[config.mk]
export PLATFORM = sky130hd
export DESIGN_NAME = assoc_cache
export DESIGN_NICKNAME = d
export VERILOG_FILES = /design/src/rtl/assoc_cache_pkg.sv /design/src/rtl/assoc_cache_lru_ages.sv /design/src/rtl/assoc_cache.sv
export SDC_FILE = /design/constraint.sdc
export NUM_CORES = 1
export LEC_CHECK = 0
export ABC_CLOCK_PERIOD_IN_PS = 11200
export CORE_MARGIN = 5
export CORE_UTILIZATION = 35
export DETAILED_ROUTE_END_ITERATION = 16
export GPL_TIMING_DRIVEN = 1
export SLEW_MARGIN = 20
export SYNTH_ARGS = -nofsm -noshare
export SYNTH_HDL_FRONTEND = slang
export SYNTH_SLANG_ARGS = --single-unit
[constraint.sdc]
create_clock -name clk -period 11.2 [get_ports clk]
set_input_delay 1.68 -clock clk [delete_from_list [all_inputs] [get_ports clk]]
set_output_delay 1.68 -clock clk [all_outputs]
set_load 0.05 [all_outputs]
[src/rtl/assoc_cache_pkg.sv]
// cache_pkg: shared types and width helpers for the set-associative cache.
//   state_t   - cache controller FSM states
//   idx_bits  - set-index width for a given set count
//   tag_bits  - tag width for a given byte-address width and set count
//   age_bits  - per-way LRU age width for a given associativity
package cache_pkg;

    typedef enum logic [1:0] {
        IDLE,
        RD_MISS,
        WR
    } state_t;

    function automatic int unsigned idx_bits(input int unsigned sets);
        return $clog2(sets);
    endfunction

    // Two low address bits select a byte within the word and are not stored.
    function automatic int unsigned tag_bits(input int unsigned addr_width,
                                             input int unsigned sets);
        return addr_width - $clog2(sets) - 2;
    endfunction

    function automatic int unsigned age_bits(input int unsigned ways);
        return $clog2(ways);
    endfunction

endpackage

[src/rtl/assoc_cache_lru_ages.sv]
// lru_ages: per-set LRU age storage with touch update and victim selection.
//   clk, rst_n  - clock, synchronous active-low reset (ages[w] = w in every set)
//   touch_en    - mark touch_way of set_sel as most recently used
//   set_sel     - set addressed by both the touch and the victim lookup
//   touch_way   - way being touched
//   valid_vec   - valid bits of set_sel, used to prefer invalid ways
//   victim_way  - lowest invalid way, else the way with the oldest age
module lru_ages
    import cache_pkg::*;
#(
    parameter int unsigned WAYS = 2,
    parameter int unsigned SETS = 4
) (
    input  logic                         clk,
    input  logic                         rst_n,
    input  logic                         touch_en,
    input  logic [idx_bits(SETS)-1:0]    set_sel,
    input  logic [age_bits(WAYS)-1:0]    touch_way,
    input  logic [WAYS-1:0]              valid_vec,
    output logic [age_bits(WAYS)-1:0]    victim_way
);

    localparam int unsigned AW = age_bits(WAYS);

    logic [AW-1:0] ages [SETS][WAYS];
    logic [AW-1:0] old_age;

    assign old_age = ages[set_sel][touch_way];

    always_ff @(posedge clk) begin
        if (!rst_n) begin
            for (int unsigned s = 0; s < SETS; s++) begin
                for (int unsigned w = 0; w < WAYS; w++) begin
                    ages[s][w] <= AW'(w);
                end
            end
        end else if (touch_en) begin
            // Ways younger than the touched one age by one; the permutation is preserved.
            for (int unsigned w = 0; w < WAYS; w++) begin
                if (AW'(w) == touch_way) begin
                    ages[set_sel][w] <= '0;
                end else if (ages[set_sel][w] < old_age) begin
                    ages[set_sel][w] <= ages[set_sel][w] + 1'b1;
                end
            end
        end
    end

    // The descending scan over invalid ways runs last so the lowest invalid way wins.
    always_comb begin
        victim_way = '0;
        for (int unsigned w = 0; w < WAYS; w++) begin
            if (ages[set_sel][w] == AW'(WAYS - 1)) begin
                victim_way = AW'(w);
            end
        end
        for (int unsigned w = WAYS; w > 0; w--) begin
            if (!valid_vec[w-1]) begin
                victim_way = AW'(w - 1);
            end
        end
    end

endmodule

[src/rtl/assoc_cache.sv]
// assoc_cache: N-way set-associative, write-through, one-word-per-line data cache.
//   clk, rst_n        - clock, synchronous active-low reset
//   cpu_req/cpu_we    - CPU access valid / write
//   cpu_addr          - byte address (bits [1:0] ignored)
//   cpu_wdata         - CPU write data
//   cpu_rdata         - read data (hit data, or fill data in the ack cycle)
//   cpu_stall         - hold the pipeline while a memory transaction is outstanding
//   mem_req/mem_we    - registered memory request / write flag
//   mem_addr          - latched word-aligned address
//   mem_wdata         - latched write data
//   mem_rdata/mem_ack - memory read data, single-cycle completion
// Read misses allocate into the LRU (or lowest invalid) way; writes never allocate.
module assoc_cache
    import cache_pkg::*;
#(
    parameter int unsigned WAYS       = 2,
    parameter int unsigned SETS       = 4,
    parameter int unsigned ADDR_WIDTH = 32,
    parameter int unsigned DATA_WIDTH = 32
) (
    input  logic                  clk,
    input  logic                  rst_n,
    input  logic                  cpu_req,
    input  logic                  cpu_we,
    input  logic [ADDR_WIDTH-1:0] cpu_addr,
    input  logic [DATA_WIDTH-1:0] cpu_wdata,
    output logic [DATA_WIDTH-1:0] cpu_rdata,
    output logic                  cpu_stall,
    output logic                  mem_req,
    output logic                  mem_we,
    output logic [ADDR_WIDTH-1:0] mem_addr,
    output logic [DATA_WIDTH-1:0] mem_wdata,
    input  logic [DATA_WIDTH-1:0] mem_rdata,
    input  logic                  mem_ack
);

    localparam int unsigned IW = idx_bits(SETS);
    localparam int unsigned TW = tag_bits(ADDR_WIDTH, SETS);
    localparam int unsigned AW = age_bits(WAYS);

    logic [WAYS-1:0]       valid    [SETS];
    logic [TW-1:0]         tag_arr  [SETS][WAYS];
    logic [DATA_WIDTH-1:0] data_arr [SETS][WAYS];

    state_t state, state_next;

    logic [IW-1:0]         lk_set;
    logic [TW-1:0]         lk_tag;
    logic [WAYS-1:0]       hit_vec;
    logic                  hit;
    logic [AW-1:0]         hit_way;
    logic [DATA_WIDTH-1:0] hit_data;
    logic [AW-1:0]         victim_way;
    logic [AW-1:0]         touch_way;
    logic                  touch_en;
    logic                  fill_en;
    logic                  update_en;

    // In IDLE the live CPU address is looked up; otherwise the latched copy.
    always_comb begin
        if (state == IDLE) begin
            lk_set = cpu_addr[2 +: IW];
            lk_tag = cpu_addr[ADDR_WIDTH-1 -: TW];
        end else begin
            lk_set = mem_addr[2 +: IW];
            lk_tag = mem_addr[ADDR_WIDTH-1 -: TW];
        end
    end

    always_comb begin
        hit_vec  = '0;
        hit_way  = '0;
        hit_data = '0;
        for (int unsigned w = 0; w < WAYS; w++) begin
            if (valid[lk_set][w] && tag_arr[lk_set][w] == lk_tag) begin
                hit_vec[w] = 1'b1;
                hit_way    = AW'(w);
                hit_data   = data_arr[lk_set][w];
            end
        end
    end

    assign hit = |hit_vec;

    lru_ages #(
        .WAYS (WAYS),
        .SETS (SETS)
    ) u_lru (
        .clk        (clk),
        .rst_n      (rst_n),
        .touch_en   (touch_en),
        .set_sel    (lk_set),
        .touch_way  (touch_way),
        .valid_vec  (valid[lk_set]),
        .victim_way (victim_way)
    );

    always_ff @(posedge clk) begin
        if (!rst_n) begin
            state <= IDLE;
        end else begin
            state <= state_next;
        end
    end

    always_comb begin
        state_next = state;
        cpu_stall  = 1'b0;
        cpu_rdata  = '0;
        touch_en   = 1'b0;
        touch_way  = hit_way;
        fill_en    = 1'b0;
        update_en  = 1'b0;
        case (state)
            IDLE: begin
                if (cpu_req) begin
                    if (cpu_we) begin
                        cpu_stall  = 1'b1;
                        state_next = WR;
                    end else if (hit) begin
                        cpu_rdata = hit_data;
                        touch_en  = 1'b1;
                    end else begin
                        cpu_stall  = 1'b1;
                        state_next = RD_MISS;
                    end
                end
            end
            RD_MISS: begin
                if (mem_ack) begin
                    fill_en    = 1'b1;
                    touch_en   = 1'b1;
                    touch_way  = victim_way;
                    cpu_rdata  = mem_rdata;
                    state_next = IDLE;
                end else begin
                    cpu_stall = 1'b1;
                end
            end
            WR: begin
                if (mem_ack) begin
                    if (hit) begin
                        update_en = 1'b1;
                        touch_en  = 1'b1;
                    end
                    state_next = IDLE;
                end else begin
                    cpu_stall = 1'b1;
                end
            end
            default: state_next = IDLE;
        endcase
    end

    always_ff @(posedge clk) begin
        if (!rst_n) begin
            mem_req   <= 1'b0;
            mem_we    <= 1'b0;
            mem_addr  <= '0;
            mem_wdata <= '0;
        end else if (state == IDLE && state_next != IDLE) begin
            mem_req  <= 1'b1;
            mem_we   <= cpu_we;
            mem_addr <= cpu_addr & ~ADDR_WIDTH'(3);
            if (cpu_we) begin
                mem_wdata <= cpu_wdata;
            end
        end else if (state != IDLE && mem_ack) begin
            mem_req <= 1'b0;
            mem_we  <= 1'b0;
        end
    end

    always_ff @(posedge clk) begin
        if (!rst_n) begin
            for (int unsigned s = 0; s < SETS; s++) begin
                valid[s] <= '0;
            end
        end else if (fill_en) begin
            valid[lk_set][victim_way] <= 1'b1;
        end
    end

    // Tag and data arrays are not reset; valid bits alone qualify their contents.
    always_ff @(posedge clk) begin
        if (rst_n && fill_en) begin
            tag_arr[lk_set][victim_way]  <= lk_tag;
            data_arr[lk_set][victim_way] <= mem_rdata;
        end else if (rst_n && update_en) begin
            data_arr[lk_set][hit_way] <= mem_wdata;
        end
    end

endmodule
* Word-level counts from Yosys, hierarchy flattened *
Memories as Yosys holds them, arrays and structs flattened.
Index checks and enable logic that the tools add are counted.

storage, ports and cells
  memories kept = 4
  logic and storage cells = 259
  ROM bits = 0
  output and inout bits = 99
  flip-flop bits (word level) = 66
  latch bits = 0
  memory bits (writable) = 496

cells by class
  multiplexer cells = 148
  equal/unequal tests = 4
  reductions and logical operators = 18
  order comparisons = 9
  add/subtract/negate cells = 2
  multipliers = 0
  shift operators = 0
  bitwise operators = 69
  div/mod/pow operators = 0

memory list
  name        depth  bits a word  read ports  clocked after memory_dff  write ports  RTL line                    text
  data_arr    4      64           1           0                         1            assoc_cache.sv:43           logic [DATA_WIDTH-1:0] data_arr [SETS][WAYS];
  tag_arr     4      56           1           0                         1            assoc_cache.sv:42           logic [TW-1:0] tag_arr [SETS][WAYS];
  u_lru.ages  4      2            1           0                         4            assoc_cache_lru_ages.sv:25  logic [AW-1:0] ages [SETS][WAYS];
  valid       4      2            1           0                         4            assoc_cache.sv:41           logic [WAYS-1:0] valid [SETS];

operator list
  cell                 count
  $mux 32              8
  $mux 64              2
  $mux 1               115
  $or 1x1->1           66
  $demux 32 s1         2
  $pmux 32 s2          1
  $eq 28x28->1         2
  $mux 28              2
  $mux 56              1
  $demux 28 s1         1
  $mux 2               12
  $logic_and 1x1->1    9
  $reduce_or 2->1      4
  $ge 2x2->1 const B   3
  $not 1->2            3
  $reduce_bool 2->1    3
  $lt 2x1->1 const B   2
  $pmux 2 s2           1
  $pmux 1 s3           1
  $add 1x1->1 const B  2
  $eq 2x1->1 const B   1
  $eq 2x2->1 const B   1
  $logic_not 2->1      1
  $lt 1x1->1           2
  other kinds (5)      5

* Longest topological paths before layout *
An unclocked memory read counts as a cell.

  depth in word-level cells = 21
  mapped depth = 19
  mapped depth without buffers = 12

* By module *
From an unflattened synthesis, not the netlist that was laid out.

second synthesis, totals
  cells, all modules = 1605
  area total of the unflattened synthesis = 23978.0 um^2

by module, submodules not included
  module       instances  cells each  area each (um^2)
  assoc_cache  1          1554        23418.7
  lru_ages     1          51          559.3

* Least setup slack after synthesis *
OpenSTA, ideal clock, no wires.

  kind = input -> output
  start point = input port cpu_addr[2]
  end point = output port cpu_rdata[0]
  data arrival time = 5381 ps
  path slack = 4139 ps
  buffers on the path = 4
  required time = 9520 ps
  stages = 13
  path through = buf_2 -> mux2i_4 -> buf_12 -> buf_12 -> mux4_1 -> xnor2_1 -> nor4_2 -> nand4_1 -> nor3_2 -> or2_2 -> nand2_1 -> clkbuf_1 -> o21ai_0

between the ends
  longest elaborated chain between the ends = 10
  elaborated cells between the ends (all ways) = 17
  those cells by class = eq/ne: 2; mux: 9; reduce/logical: 3; memory: 3

ends and longest elaborated chain
  item                                        RTL line                              text
  start, declared                             assoc_cache.sv:25                     input logic [ADDR_WIDTH-1:0] cpu_addr,
  $mux 2 *                                    assoc_cache.sv:61                     if (state == IDLE) begin
  $mem_v2 4x56                                --
  $eq 28x28->1                                assoc_cache.sv:75                     if (valid[lk_set][w] && tag_arr[lk_set][w] == lk_tag) begin
  $logic_and 1x1->1                           assoc_cache.sv:75
  $mux 32 or $mux 1 (tied branches)           assoc_cache.sv:75
  $mux 32 or $reduce_or 2->1 (tied branches)  assoc_cache.sv:75, assoc_cache.sv:83
  $mux 32 *                                   assoc_cache.sv:120                    end else if (hit) begin
  $mux 32 *                                   assoc_cache.sv:117                    if (cpu_we) begin
  $mux 32 *                                   assoc_cache.sv:116                    if (cpu_req) begin
  $pmux 32 s2 *                               assoc_cache.sv:114                    case (state)
  end, declared                               assoc_cache.sv:27                     output logic [DATA_WIDTH-1:0] cpu_rdata,

Every way passes the cells marked *; elsewhere a longest branch is shown, timed or not.

* Worst setup path in the final report *
  start point = input port cpu_addr[2]
  end point = output port cpu_rdata[1]

Same word-level chain as after synthesis.

==> results by group <==
Route
  • Drt drc: 0
  • WL per Instance: between 20 and 25 µm
  • Total wire length: 62400 µm
  • Initial DRT Pass Iterations: 5
  • Initial DRC Count: 1208
  • Antenna Violating Nets Remaining: 0
  • Vias per cell: 5.16
  • Via count: 14600

Pwr
  • NetSw: 1.28 mW
  • Leakage: 10.0 nW
  • Combinational power share: 0.136
  • Flop pwr share: 0.463
  • Int Power: 3.80 mW
  • Clock power frac: 0.401
  • Switch share: 0.252
  • Peak VDD IR: roughly 120 µV
  • PD cells: approximately 170 mW/mm²
  • Total power: 5.07 mW

Placement
  • DP HPWL: between 30000 and 40000 µm
  • Inst Count DP: between 2000 and 3000
  • Area after DPL: 0.0274 mm²
  • Port bufs: 195
  • GPL Wtd Cong: 0.780
  • DP Worst Slack: 1560 ps

Finish
  • Nets@finish: 1952
  • Commonest non-fill, non-tap cell in the layout: edfxtp_1
  • Fill cells: approximately 6400
  • Post-route cell area: 0.0295 mm²
  • Fin util: 0.424
  • Synthesis-to-finish area growth: 20.7%
  • Commonest cells after routing, fill and taps aside: 495 x edfxtp_1, 205 x nand2_1, 194 x clkdlybuf4s50_1
  • Fin cells: ~2800
  • Layout cells sized above 1: 0.146

STA
  • Max Clock Skew: 23.2 ps
  • Setup TNS: 0 ps
  • RSZ-0062 raised after global routing: false
  • Period Utilization, post-route: 0.849
  • Max Freq: around 110 MHz
  • Final Setup Violations: 0
  • Final-report max-slew violation count: 0
  • Hold_ws: 468 ps
  • Slew headroom: 0.276
  • Setup ws final: 1690 ps
  • Post-layout minimum cycle time: 9510 ps
  • Least-Margin Pin Slew: 1090 ps
  • Hold Fails Final Rpt: 0

Clocking
  • CTS resizes: 0
  • Clock tree buffer depth: 3
  • Num CTS Buffers: 66
  • Clock Latency Late Sink: 600 ps
  • # Post-CTS Setup Buffers: 0
  • CTS tree: built
  • H-tree levels: 3
  • Clk pin slew, worst setup/hold paths: 60 ps
  • # clock sinks: ~560
  • CTS root buf: clkbuf_16
  • Hold_buf cts: 0

Logic synthesis
  • Mean Syn Cell Area: 14.9 µm²
  • Cells after synthesis: 1638
  • Post-synth ARST share: 0
  • Yosys reg bits: 562
  • Number of flops mapped to enable cells by yosys: 495
  • Distinct cells, synth: 65
  • Yosys warnings: 0
  • Seq/Total Area, Yosys: 0.663
  • Syn Std Cell Area: 0.0244 mm²
  • Predominant post-synthesis flop cell: edfxtp_1

Setup path
  • CP max FO: 22
  • FF-to-FF setup slack: roughly 4300 ps
  • Critical Path RT: 9520 ps
  • Worst r2r src: state[1]$_SDFF_PN0_
  • FF-to-FF End: data_arr[2][17]$_DFFE_PP_
  • R2r worst-path depth: 14
  • CP Capture Type: output pin
  • Arr. time, crit path: 7830 ps
  • Critical path launch point type: input port
  • Critical path class: input port to output pin

Floorplan
  • Die area: 0.0752 mm²
  • Die Span X: 274 µm
  • Total I/O pin count: 200
  • FP Rows: 97
  • DIE HEIGHT: 274 µm
  • Initial core utilization: 0.351
  • Core ar.: 0.0697 mm²

Global routing
  • Antenna violations before repair: 2
  • Vias in the first global route: between 15000 and 20000
  • Gr usage total: 0.164
  • Grt ovf: 0
  • Largest net degree at the start of global routing: 68
  • First-pass GRT wire length: roughly 93000 µm

Worst hold path
  • Hold Path Sink: mem_addr[10]$_SDFFE_PN0P_
  • Hold_sp: mem_addr[10]$_SDFFE_PN0P_
  • Hold WC Path Type: flip-flop to flip-flop
  • Hold depth: 2

Status
  • Status: finished, final reports clean

Flow run
  • Max Cap Viol: 0
-- synthesized netlist by cell type (12+ instances only) --
cell / count / area (µm²)
o21ai_0: 147 / 736
nand2_1: 205 / 769
nor2_1: 34 / 128
xnor2_1: 64 / 561
clkbuf_1: 55 / 206
a21boi_0: 32 / 240
nand4_1: 23 / 144
mux4_2: 67 / 1510
mux2_1: 32 / 360
mux2_2: 37 / 417
mux2i_1: 135 / 1350
edfxtp_1: 495 / 14900
dfxtp_1: 67 / 1340
o2111ai_1: 12 / 105
a21oi_1: 12 / 60.1
buf_2: 19 / 95.1
inv_1: 48 / 180
nand3_1: 17 / 85.1
-- worst max-delay path: stages --
cell,delay (ps)
clkdlybuf4s50_1,620
mux2i_4,680
buf_4,480
mux2i_1,350
nor3_1,70
a2111oi_0,870
and4b_1,300
nand4_1,80
or4_2,920
buf_4,410
mux2i_1,170
o21ai_0,260
clkdlybuf4s50_1,870
-- kinds of logic after synthesis --
kind of cell | Yosys count | share of synthesized area
buffers and inverters | 146 | 0.0309
flip-flops | 562 | 0.663
XOR/XNOR | 74 | 0.0265
AO/OA/AOI/OAI | 240 | 0.0586
other | 1 | 0.000153
multiplexers | 278 | 0.156
AND/OR/NAND/NOR | 333 | 0.0627
adder cells (fa/ha/maj) | 4 | 0.00205
-- area by class of cell --
class	instances	area [µm²]	share of cell area
diodes	2	5.00	0.000170
clock buffers	87	1790	0.0608
clock inverters	33	274	0.00929
inverters	48	180	0.00611
multi-input cells	931	7600	0.258
flip-flops and latches	562	16200	0.549
well taps	940	1180	0.0399
repair buffers	238	2270	0.0770
-- registers in the layout, summed over array words and instances (netlist names) --
| register | flops |
|---|---|
| mem_req | 1 |
| mem_addr | 30 |
| tag_arr | 224 |
| valid | 8 |
| mem_wdata | 32 |
| u_lru.ages | 8 |
| data_arr | 256 |
| state | 2 |
| mem_we | 1 |
-- worst max-delay path by stage --
stage | startpoint | endpoint | slack (ps) | depth (start not counted)
after floorplan | cpu_addr[2] | cpu_rdata[0] | 4140 | 13
after global placement | cpu_addr[2] | cpu_rdata[1] | 1640 | 13
after detailed placement | cpu_addr[2] | cpu_rdata[1] | 1560 | 13
after CTS | cpu_addr[2] | cpu_rdata[1] | 1570 | 13
after global routing | cpu_addr[2] | cpu_rdata[3] | 1490 | 13
final | cpu_addr[2] | cpu_rdata[1] | 1690 | 13
-- power by group through the flow --
stage          clock network, mW  registers (mW)  logic [mW]
2_1_floorplan                  0            2.46       0.407
3_5_place_dp                   0            2.40       0.697
4_1_cts                     2.09            2.35       0.699
3_3_place_gp                   0            2.39       0.686
6_report                    2.03            2.35       0.688
5_1_grt                     2.18            2.35       0.741
-- metal layers --
| metal | vias up | GRT usage | part of all wire |
|---|---|---|---|
| met5 | - | 0 | 0 |
| met1 | 7490 | 0.215 | 0.43 |
| li1 | 6644 | - | - |
| met4 | 0 | 0.0352 | 0.015 |
| met2 | 436 | 0.280 | 0.49 |
| met3 | 77 | 0.0362 | 0.063 |
Power figures use the tool's default switching activity.
